<file path="src/rtl/uart_xmit.sv">
// UART transmitter: byte FIFO feeding an 8N1 serializer that runs off a 16x baud clock.
// Each bit is held for 16 clocks. The PC's RTS line is honoured only between frames.
module uart_xmit #(
    parameter int FIFO_DEPTH = 4
) (
    input  logic                          uart_sampling_clock,
    input  logic                          rst,
    input  logic [7:0]                    tx_byte,
    input  logic                          tx_valid,
    output logic                          tx_ready,
    input  logic                          USB_RTS,
    output logic                          USB_TX,
    output logic                          tx_busy,
    output logic [$clog2(FIFO_DEPTH):0]   fifo_count
);

    localparam int AW = $clog2(FIFO_DEPTH);
    localparam logic [AW:0] FULL_CNT = (AW+1)'(FIFO_DEPTH);

    localparam logic [1:0] S_IDLE  = 2'd0;
    localparam logic [1:0] S_START = 2'd1;
    localparam logic [1:0] S_DATA  = 2'd2;
    localparam logic [1:0] S_STOP  = 2'd3;

    logic [7:0]    fifo_mem [FIFO_DEPTH];
    logic [AW-1:0] wr_ptr;
    logic [AW-1:0] rd_ptr;

    logic [1:0]    state;
    logic [3:0]    sample_cnt;
    logic [2:0]    bit_idx;
    logic [7:0]    shift_reg;

    logic          push;
    logic          pop;
    logic          can_pop;
    logic          bit_end;

    assign tx_ready = (fifo_count != FULL_CNT);
    assign tx_busy  = (state != S_IDLE);
    assign push     = tx_valid && tx_ready;
    assign bit_end  = (sample_cnt == 4'd15);

    // RTS is only consulted at frame boundaries, so a frame already started always completes.
    assign can_pop  = (fifo_count != '0) && !USB_RTS;
    assign pop      = can_pop && ((state == S_IDLE) || ((state == S_STOP) && bit_end));

    always_ff @(posedge uart_sampling_clock) begin
        if (!rst && push) begin
            fifo_mem[wr_ptr] <= tx_byte;
        end
    end

    always_ff @(posedge uart_sampling_clock) begin
        if (rst) begin
            wr_ptr     <= '0;
            rd_ptr     <= '0;
            fifo_count <= '0;
        end else begin
            if (push) wr_ptr <= wr_ptr + AW'(1);
            if (pop)  rd_ptr <= rd_ptr + AW'(1);
            case ({push, pop})
                2'b10:   fifo_count <= fifo_count + (AW+1)'(1);
                2'b01:   fifo_count <= fifo_count - (AW+1)'(1);
                default: fifo_count <= fifo_count;
            endcase
        end
    end

    // USB_TX is registered from the current state, so the line trails the FSM by one clock.
    always_ff @(posedge uart_sampling_clock) begin
        if (rst) begin
            state      <= S_IDLE;
            sample_cnt <= '0;
            bit_idx    <= '0;
            shift_reg  <= '0;
            USB_TX     <= 1'b1;
        end else begin
            case (state)
                S_START: USB_TX <= 1'b0;
                S_DATA:  USB_TX <= shift_reg[0];
                default: USB_TX <= 1'b1;
            endcase

            case (state)
                S_IDLE: begin
                    sample_cnt <= '0;
                    if (pop) begin
                        shift_reg <= fifo_mem[rd_ptr];
                        state     <= S_START;
                    end
                end
                S_START: begin
                    sample_cnt <= sample_cnt + 4'd1;
                    if (bit_end) begin
                        bit_idx <= '0;
                        state   <= S_DATA;
                    end
                end
                S_DATA: begin
                    sample_cnt <= sample_cnt + 4'd1;
                    if (bit_end) begin
                        shift_reg <= {1'b0, shift_reg[7:1]};
                        if (bit_idx == 3'd7) begin
                            state <= S_STOP;
                        end else begin
                            bit_idx <= bit_idx + 3'd1;
                        end
                    end
                end
                S_STOP: begin
                    sample_cnt <= sample_cnt + 4'd1;
                    if (bit_end) begin
                        if (pop) begin
                            shift_reg <= fifo_mem[rd_ptr];
                            state     <= S_START;
                        end else begin
                            state     <= S_IDLE;
                        end
                    end
                end
                default: state <= S_IDLE;
            endcase
        end
    end

    a_count_bound: assert property (@(posedge uart_sampling_clock) disable iff (rst)
        fifo_count <= FULL_CNT);
    a_no_underflow: assert property (@(posedge uart_sampling_clock) disable iff (rst)
        pop |-> fifo_count != '0);

endmodule
</file>
<file path="config.mk">
export PLATFORM = sky130hd
export DESIGN_NAME = uart_xmit
export DESIGN_NICKNAME = d
export VERILOG_FILES = /design/src/rtl/uart_xmit.sv
export SDC_FILE = /design/constraint.sdc
export NUM_CORES = 1
export LEC_CHECK = 0
export CORE_MARGIN = 3
export CORE_UTILIZATION = 55
export DETAILED_ROUTE_END_ITERATION = 12
export GPL_ROUTABILITY_DRIVEN = 0
export PLACE_DENSITY_LB_ADDON = 0.25
export SYNTH_ARGS = -nofsm -noshare
export SYNTH_HDL_FRONTEND = slang
export SYNTH_SLANG_ARGS = --single-unit
</file>
<file path="constraint.sdc">
create_clock -name uart_sampling_clock -period 5.4 [get_ports uart_sampling_clock]
set_input_delay 1.08 -clock uart_sampling_clock [delete_from_list [all_inputs] [get_ports uart_sampling_clock]]
set_output_delay 1.08 -clock uart_sampling_clock [all_outputs]
set_load 0.005 [all_outputs]
</file>
==> out/results.ini <==
[grt]
grt-ovfl-total=0
grt_use_total_pct=19.54
first_global_vias=1668
grt_pass1_wl_um=7886
antenna_found_initial=0
grt_max_degree=18

[power_and_ir_drop]
irDropWorstVdd_mv=0.2425
leakage_nw=1.065
pwr_density_cell_nw_per_um2=480.4

[layout]
largest_reg_flops=32
num_antenna_cells=0
nets=248
syn_to_final_growth_pct=16.38
design_area_um2=3040
layout.cells.non_filler=279
final_layout_size_suffix_gt1_share_pct=14.54

[clock_tree]
clock-sinks=59
clock_path_buffers=2
cts_tree=done
post_cts_resized=0
clk_pin_slew_ps=70
cts_setup_buffers=0
hold_buffers=0
cts_max_level=3
cts_buffers=9
cts_root_buffer=clkbuf_8
insertion_delay_ps=330

[sta]
finalSetupViolCount=0
fin_crit_ps=3085
slew_violations=0
tns_ps=0
relSlewSlack_pct=53.43
rsz0062_at_grt=false
finalCritPeriodShare_pct=57.13
fmax_ghz=0.3242
hold_viol_final=0
fin_ws_ps=2315
clock_skew_ps=6.174
tightestPinTransition_ps=698.5

[status]
status=finished clean

[place]
preCtsSetupSlack_ps=1983
place.detailed.hpwl_um=3282
placed_cells=263
postPlaceCellArea_um2=2815
io_buffers=17

[detailed_routing]
drt-total-wl_um=4706
first_pass_iters=4
ant_nets=0
wl_per_cell_um=16.87
first_iter_violations=109
vias=1646
drc_errors=0
via_per_inst=5.900

[synth]
synthTopCellsByCount=32 x edfxtp_1, 27 x dfxtp_1, 16 x nand2_1, 13 x ha_1, 12 x nor2_1
synth_edf_count=32
synth_flop_cell=edfxtp_1
ys_ff_latch=59
synth.distinct_cells=45
syn_inst=201
synth_top_area_cell=edfxtp_1
yosysMostFrequentCell=edfxtp_1
synth_nets=227
yosys.area.top_type_share_pct=36.78
avgSynthCellArea_um2=13.00
yosysSeqAreaShare_pct=57.47
async_reset_ff_share_pct=0
synth_area_leaders=edfxtp_1 37%, dfxtp_1 21%, mux4_2 6.9%
synth_area_um2=2613
yosys_warnings=0

[setup_path]
required_ps=5650
cp.arrival_ps=3330
end_kind=flip-flop
start_kind=primary input
worst-setup-path-type=primary input to flip-flop
path_max_fanout=7

[die]
dieArea_um2=5613
io_pins=18
chipHeight_um=74.92
die_x_um=74.92
initial_core_util_pct=58.39
fp-row-count=24
core_um2=4474

[flow_run]
cap_viol_max_count=0

[worst_hold_path]
hp-class=flip-flop to flip-flop

[worst max-delay path: stages]
cell             delay (ps)
clkdlybuf4s50_1         560
nor3_2                  340
ha_1                    250
inv_1                    80
fa_1                    380
xor2_1                  160
or3_1                   310
a21oi_1                 160
[where the power goes]
part           switching, mW  internal (mW)
clock network          0.177          0.262
logic                  0.211          0.206
registers             0.0632          0.541
[layout by cell type (no fill, tap or decap), types with 3 or more instances in the layout]
| cell type | instances |
|---|---|
| dfxtp_1 | 27 |
| nor2_1 | 12 |
| clkbuf_8 | 9 |
| xnor2_1 | 4 |
| edfxtp_1 | 32 |
| mux4_2 | 8 |
| inv_1 | 9 |
| ha_1 | 13 |
| a311oi_1 | 7 |
| and2_1 | 4 |
| o21ai_0 | 3 |
| nor3_1 | 10 |
| xor2_1 | 3 |
| a21oi_1 | 7 |
| nand3_1 | 5 |
| mux2i_1 | 3 |
| nand2_1 | 16 |
| clkdlybuf4s50_1 | 17 |
| nand2b_1 | 3 |
[stage by stage]
stage | hold slack (ps) | power [mW] | util (%)
after floorplan | 427.7 | 0.9110 | -
after global routing | 499.7 | 1.550 | 67.95
final | 466.9 | 1.461 | 67.95
after detailed placement | 458.5 | 1.029 | 62.92
after global placement | 441.4 | 1.005 | 62.92
after CTS | 468.8 | 1.476 | 67.95
[final timing paths]
check                                 from                          to  slack [ps]  cells after the start
setup reg to reg     state[1]$_SDFFE_PP0P_  fifo_count[2]$_SDFFE_PP0P_        2800                      9
hold reg to reg   sample_cnt[0]$_SDFF_PP0_    sample_cnt[0]$_SDFF_PP0_         470                      1
setup / recovery                   USB_RTS  fifo_count[2]$_SDFFE_PP0P_        2320                      8
hold / removal    sample_cnt[0]$_SDFF_PP0_    sample_cnt[0]$_SDFF_PP0_         470                      1
[metal layers]
metal,vias to the layer above,track usage [%],wire (um)
met5,-,0,0
li1,798,-,-
met4,0,12.06,72
met3,8,4.272,147
met1,801,22.48,1904
met2,39,33.08,2582
[cells by family after synthesis]
logic type               count (synthesis)  synth area share (%)
AND/OR/NAND/NOR                         66                 14.70
flip-flops                              59                 57.47
AO/OA/AOI/OAI                           27                 7.615
buffers and inverters                   17                 2.825
adder cells (fa/ha/maj)                 14                 6.993
multiplexers                            11                 8.046
XOR/XNOR                                 7                 2.347
[final cells by class]
class	instances	area [um^2]
Clock inverter	7	101.3
Inverter	9	33.78
Tap cell	52	65.06
Multi-Input combinational cell	125	1037
Fill cell	316	1434
Timing Repair Buffer	18	177.7
Clock buffer	9	123.9
Sequential cell	59	1501
(Power assumes the default switching activity.)
